<file path="config.mk">
export PLATFORM = sky130hd
export DESIGN_NAME = instruction_fetch_unit
export DESIGN_NICKNAME = d
export VERILOG_FILES = /design/src/rtl/instruction_fetch_unit_pkg.sv /design/src/rtl/instruction_fetch_unit_fetch_queue.sv /design/src/rtl/instruction_fetch_unit.sv
export SDC_FILE = /design/constraint.sdc
export NUM_CORES = 1
export LEC_CHECK = 0
export ABC_CLOCK_PERIOD_IN_PS = 17170
export BUFFER_PORTS_ARGS = -buffer_cell sky130_fd_sc_hd__buf_2
export CORE_MARGIN = 2
export CORE_UTILIZATION = 28
export CTS_CLUSTER_SIZE = 40
export DETAILED_ROUTE_END_ITERATION = 12
export SLEW_MARGIN = 20
export SYNTH_ARGS = -nofsm -noshare
export SYNTH_HDL_FRONTEND = slang
export SYNTH_SLANG_ARGS = --single-unit
</file>
<file path="constraint.sdc">
create_clock -name clk -period 17.17 [get_ports clk]
set_input_delay 1.717 -clock clk [delete_from_list [all_inputs] [get_ports clk]]
set_output_delay 1.717 -clock clk [all_outputs]
set_load 0.01 [all_outputs]
</file>
<file path="src/rtl/instruction_fetch_unit_pkg.sv">
// instruction_fetch_unit_pkg: fetch FSM states, queue entry layout and instruction size shared by the fetch unit
package instruction_fetch_unit_pkg;
  localparam int INSTR_BYTES = 4;
  typedef enum logic [1:0] {S_IDLE, S_FETCH, S_DRAIN} fetch_state_t;
  typedef struct packed {
    logic [31:0] addr;
    logic [31:0] data;
  } fetch_entry_t;
endpackage

</file>
<file path="src/rtl/instruction_fetch_unit_fetch_queue.sv">
// fetch_queue: registered sync FIFO of fetch entries with flush
// Ports: clk/rst (async active-high), flush empties the FIFO, push/din enqueue,
// pop dequeues the head, dout is the head entry, count/full/empty report occupancy.
module fetch_queue
  import instruction_fetch_unit_pkg::*;
#(
  parameter int DEPTH = 4,
  parameter type T = fetch_entry_t,
  parameter int CW = $clog2(DEPTH + 1)
) (
  input  logic          clk,
  input  logic          rst,
  input  logic          flush,
  input  logic          push,
  input  logic          pop,
  input  T              din,
  output T              dout,
  output logic [CW-1:0] count,
  output logic          full,
  output logic          empty
);
  localparam int AW = $clog2(DEPTH);
  logic [AW-1:0] wr_q, rd_q;
  logic [CW-1:0] cnt_q;
  logic push_ok, pop_ok;
  T mem_q [DEPTH];
  assign empty   = cnt_q == '0;
  assign full    = cnt_q == CW'(DEPTH);
  assign count   = cnt_q;
  assign pop_ok  = pop && !empty;
  // a pop in the same cycle frees the slot the push lands in
  assign push_ok = push && (!full || pop_ok);
  assign dout    = mem_q[rd_q];
  always_ff @(posedge clk or posedge rst)
    if (rst) begin
      wr_q  <= '0;
      rd_q  <= '0;
      cnt_q <= '0;
    end else if (flush) begin
      wr_q  <= '0;
      rd_q  <= '0;
      cnt_q <= '0;
    end else begin
      wr_q  <= wr_q + AW'(push_ok);
      rd_q  <= rd_q + AW'(pop_ok);
      cnt_q <= cnt_q + CW'(push_ok) - CW'(pop_ok);
    end
  always_ff @(posedge clk)
    if (push_ok && !flush) mem_q[wr_q] <= din;
endmodule

</file>
<file path="src/rtl/instruction_fetch_unit.sv">
// instruction_fetch_unit: PC generation, in-order imem requests and fetch queue feeding decode
// Ports: clk/rst (async active-high); imem_req_* request channel (addr = PC);
// imem_resp_* in-order response words; redirect_* new fetch PC (flushes and drops stale words);
// id_valid/id_ready handshake with instruction_addr/instruction as the queue head.
// Optional IFU_PERF_COUNTERS_EN adds fetch_stall_cycles and redirect_count (saturating).
module instruction_fetch_unit
  import instruction_fetch_unit_pkg::*;
#(
  parameter int ADDR_WIDTH = 32,
  parameter int DATA_WIDTH = 32,
  parameter int FETCH_QUEUE_DEPTH = 4,
  parameter logic [ADDR_WIDTH-1:0] RESET_PC = '0
) (
  input  logic                  clk,
  input  logic                  rst,
  output logic                  imem_req_valid,
  input  logic                  imem_req_ready,
  output logic [ADDR_WIDTH-1:0] imem_req_addr,
  input  logic                  imem_resp_valid,
  input  logic [DATA_WIDTH-1:0] imem_resp_data,
  input  logic                  redirect_valid,
  input  logic [ADDR_WIDTH-1:0] redirect_addr,
  output logic                  id_valid,
  input  logic                  id_ready,
  output logic [ADDR_WIDTH-1:0] instruction_addr,
  output logic [DATA_WIDTH-1:0] instruction
`ifdef IFU_PERF_COUNTERS_EN
  ,
  output logic [31:0]           fetch_stall_cycles,
  output logic [31:0]           redirect_count
`endif
);
  localparam int CW = $clog2(FETCH_QUEUE_DEPTH + 1);
  localparam int EW = ADDR_WIDTH + DATA_WIDTH;
  localparam logic [CW:0] DEPTH_C = (CW + 1)'(FETCH_QUEUE_DEPTH);
  localparam logic [ADDR_WIDTH-1:0] STEP = ADDR_WIDTH'(INSTR_BYTES);
  fetch_state_t state_q, state_d;
  logic [ADDR_WIDTH-1:0] pc_q, pc_d, rpc_q, rpc_d;
  logic [CW-1:0] out_q, out_d, drop_q, drop_d, count;
  logic full, empty, req_fire, resp_keep;
  logic [EW-1:0] head;
  // credit counts queued plus in-flight words so every response has a slot
  assign imem_req_valid = state_q == S_FETCH && ({1'b0, count} + {1'b0, out_q} < DEPTH_C)
                          && !full && !redirect_valid;
  assign imem_req_addr  = pc_q;
  assign req_fire       = imem_req_valid && imem_req_ready;
  assign resp_keep      = imem_resp_valid && drop_q == '0 && !redirect_valid;
  assign id_valid       = !empty;
  assign instruction_addr = empty ? '0 : head[EW-1 -: ADDR_WIDTH];
  assign instruction      = empty ? '0 : head[DATA_WIDTH-1:0];
  always_comb begin
    out_d   = out_q + CW'(req_fire) - CW'(imem_resp_valid);
    // on redirect every word still in flight after this cycle is stale
    drop_d  = redirect_valid ? out_q - CW'(imem_resp_valid)
                             : drop_q - CW'(imem_resp_valid && drop_q != '0);
    pc_d    = redirect_valid ? redirect_addr : req_fire ? pc_q + STEP : pc_q;
    rpc_d   = redirect_valid ? redirect_addr : resp_keep ? rpc_q + STEP : rpc_q;
    state_d = state_q == S_IDLE ? S_FETCH
            : (state_q == S_FETCH && !redirect_valid) ? S_FETCH
            : drop_d != '0 ? S_DRAIN : S_FETCH;
  end
  always_ff @(posedge clk or posedge rst)
    if (rst) begin
      state_q <= S_IDLE;
      pc_q    <= RESET_PC;
      rpc_q   <= RESET_PC;
      out_q   <= '0;
      drop_q  <= '0;
    end else begin
      state_q <= state_d;
      pc_q    <= pc_d;
      rpc_q   <= rpc_d;
      out_q   <= out_d;
      drop_q  <= drop_d;
    end
  fetch_queue #(.DEPTH(FETCH_QUEUE_DEPTH), .T(logic [EW-1:0]), .CW(CW)) u_queue (
    .clk   (clk),
    .rst   (rst),
    .flush (redirect_valid),
    .push  (resp_keep),
    .pop   (id_valid && id_ready),
    .din   ({rpc_q, imem_resp_data}),
    .dout  (head),
    .count (count),
    .full  (full),
    .empty (empty)
  );
`ifdef IFU_PERF_COUNTERS_EN
  always_ff @(posedge clk or posedge rst)
    if (rst) begin
      fetch_stall_cycles <= '0;
      redirect_count     <= '0;
    end else begin
      if (state_q == S_FETCH && !req_fire && fetch_stall_cycles != '1)
        fetch_stall_cycles <= fetch_stall_cycles + 32'd1;
      if (redirect_valid && redirect_count != '1)
        redirect_count <= redirect_count + 32'd1;
    end
`endif
endmodule

</file>
==> impl_metrics.ini <==
[timing]
slew_headroom = 0.2932
post-route-min-period_ns = 5.545
max_slew.worst_pin.slew_ns = 1.060
rsz0062_at_grt = false
fin_tns_setup_ns = 0
finalSetupViolations = 0
setup_ws_ns = 11.63
finalHoldViolCount = 0
fin_crit_sh = 0.3229
drv_slew = 0
skew_ns = 0.01641
timing.fmax_mhz = 180.3
hold_ws_ns = 0.5124

[power]
total_power_w = 0.002278
seqPwrFrac = 0.436
combPwrFrac = 0.219
clockPowerShare = 0.345
max-vdd-ir-drop_v = 0.00007627
power_per_cell_area_nw_per_um2 = 134.4
switching_share = 0.2836
p_sw_w = 0.0006462
p_leak_nw = 5.998
internal_power_w = 0.001632

[floorplan]
die_h_um = 228.6
rows = 82
coreArea_um2 = 49970
ios = 168
start_util = 0.2828
fp.dieW_um = 228.6
die_area_um2 = 52270

[critical_path]
critPathKind = primary input to output port
critPathLaunchType = primary input
worstPathRequired_ns = 15.45
slowest_delay_ns = 0.84
worstPathMaxFanout = 55
cp_common_cell = buf_2
crit_arrival_ns = 3.83
ff2ff_setup_slack_ns = 12.88
worst-path-buf-inv = 3
crit_chain = buf_2 -> buf_4 -> or4_4 -> a2111oi_4 -> buf_2
r2r_end = out_q[2]$_DFF_PP0_
r2r_start = u_queue.count[2]$_DFF_PP0_
reg2reg_depth = 11
cpMaxStageDelayCell = a2111oi_4
crit_path_end_kind = output port
cp_top_family = compound AO/OA/AOI/OAI gates

[logic_synthesis]
synthFlopType = edfxtp_1
netlist.area_leader.share = 0.5441
avgSynthCellArea_um2 = 16.20
netlist_area_um2 = 14130
yosys.cell_types.count = 53
yosys_register_bits = 335
yosysSeqAreaShare = 0.6840
synthCells = 872
ys_async_sr_fraction = 0.2358
syn_nets = 958
yosys.area.top_type = edfxtp_1
synth_edf_count = 256
yosysWarnings = 0
ys_top_cells_by_area = edfxtp_1 (54%), dfrtp_1 (14%), mux4_2 (10%), and2_1 (3.2%), xnor2_1 (2.3%)

[clock_network]
path_clk_slew_ns = 0.06
clockBufferDepth = 3
cts_htree_levels = 2
clock_sinks = 335
cts_setup_buffers = 0
clock_latency_ns = 0.55
cts_tree = built
root_buffer = clkbuf_16
ctsHoldBuffers = 0
cts_resized = 0
numCtsBuffers = 38

[cells_and_area]
syn_to_final_growth_pct = 20.00
fill_cells = 4865
final_nets = 1136
drive_above_1_share = 0.3058
antenna_cells = 0
regArea_um2 = 9672
multi_input_area_um2 = 4222

[global_route]
grt_usage = 0.1302
grt_max_degree = 67
grt_pass1_vias = 8352
overflow = 0
antenna_found_initial = 2
grt_pass1_wl_mm = 51.82

[worst_hold_path]
whs_path_depth = 0
hold_class = flop to flop
worst_hold_path.endpoint = u_queue.mem_q[0][33]$_DFFE_PP_
hp-start = rpc_q[1]$_DFFE_PP0P_

[drt]
drt-initial-drc-count = 521
first_pass_iters = 4
vias = 8253
post_drt_wl_per_cell_um = 19.36
antenna_left = 0
routed_via_density = 4.721
remaining_drc_errors = 0
routed_wl_mm = 33.85

[placed_design]
portBuffers = 167
pre_cts_slack_ns = 11.38
globalplace.congestion = 0.8496
dp_hpwl_mm = 21.21

[run]
drv_cap = 0

[outcome]
run_status = finished clean
==> logic make-up after synthesis <==
kind of cell / share of synthesized area
flip-flops: 0.6840
AND/OR/NAND/NOR: 0.1002
multiplexers: 0.1216
buffers and inverters: 0.01922
AO/OA/AOI/OAI: 0.03126
XOR/XNOR: 0.02852
adder cells (fa/ha/maj): 0.01523
==> cells in the mapped netlist (4+ instances only) <==
library cell and count:
and4_1 6, nor3_1 9, nand4_1 25, nor2_1 24, nand2_1 40, and3_1 9, a31oi_1 6, o211ai_1 8
xnor2_1 37, a21oi_1 11, buf_1 11, or3_1 7, clkbuf_1 25, mux2_2 21, ha_1 14, inv_1 28
dfrtp_1 79, and2_1 72, o311ai_0 5, nor4_1 9, mux2i_1 4, or4_1 7, o21ai_0 20, mux4_2 64
xor2_1 9, nand3_1 27, edfxtp_1 256
==> metal layers <==
layer,part of all wire,vias to the layer above,GRT usage
met5,0.00035,-,0
met4,0.019,2,0.03186
met3,0.069,50,0.03418
met2,0.45,263,0.1971
met1,0.47,4217,0.1862
li1,-,3721,-
==> power by group through the flow <==
stage / registers, W / clock network, W / logic, W
floorplan: 0.000977 / 0 / 0.000343
CTS: 0.000996 / 0.000815 / 0.000514
global placement: 0.00101 / 0 / 0.000508
global route: 0.00100 / 0.000846 / 0.000552
finish: 0.000994 / 0.000786 / 0.000498
detailed placement: 0.00101 / 0 / 0.000513
==> cells in the final DEF, fill, tap and decap left out, drive strengths merged, types with 7 or more instances in the layout <==
cell | Yosys | layout
mux4 | 64 | 64
buf | 14 | 177
ha | 14 | 14
or4 | 8 | 8
clkinv | 1 | 14
dfrtp | 79 | 79
and3 | 9 | 9
and2 | 73 | 73
clkbuf | 25 | 48
nor4 | 9 | 9
nor3 | 9 | 9
or3 | 7 | 7
nand2 | 40 | 40
edfxtp | 256 | 256
mux2 | 21 | 21
a21oi | 11 | 11
nand4 | 25 | 25
nand3 | 27 | 27
inv | 29 | 29
xnor2 | 37 | 37
xor2 | 9 | 9
o211ai | 8 | 8
nor2 | 24 | 24
o21ai | 20 | 20
==> stage by stage <==
step           std cells  cell area [um^2]  utilization
2_1_floorplan        872             14130            -
3_3_place_gp        1682             15760       0.3154
3_5_place_dp        1682             15760       0.3154
4_1_cts             1748             16950       0.3393
5_1_grt             1748             16950       0.3393
6_report            1748             16950       0.3393
==> worst max path at each step <==
stage | from | endpoint | slack, ns | cells past startpoint
after global placement | redirect_valid | out_q[2]$_DFF_PP0_ | 11.54 | 12
after detailed placement | redirect_valid | out_q[2]$_DFF_PP0_ | 11.38 | 12
after floorplan | imem_resp_valid | u_queue.mem_q[0][0]$_DFFE_PP_ | 9.27 | 4
after CTS | redirect_valid | imem_req_valid | 11.62 | 5
final | redirect_valid | imem_req_valid | 11.63 | 5
after global routing | redirect_valid | imem_req_valid | 11.54 | 5
==> flip-flops by register name (all words and copies together), names as in the netlist <==
signal         count
u_queue.mem_q    256
u_queue.count      3
rpc_q             32
imem_req_addr     32
out_q              3
state_q            2
drop_q             3
u_queue.rd_q       2
u_queue.wr_q       2
==> layout make-up <==
type	instances	share of cell area
Clock buffer	48	0.06074
Sequential cell	335	0.5705
Timing Repair Buffer	177	0.05373
Inverter	30	0.006716
Clock inverter	18	0.009742
Multi-Input combinational cell	468	0.2490
Tap cell	672	0.04959
No activity file was read; power rests on OpenSTA's default activity.
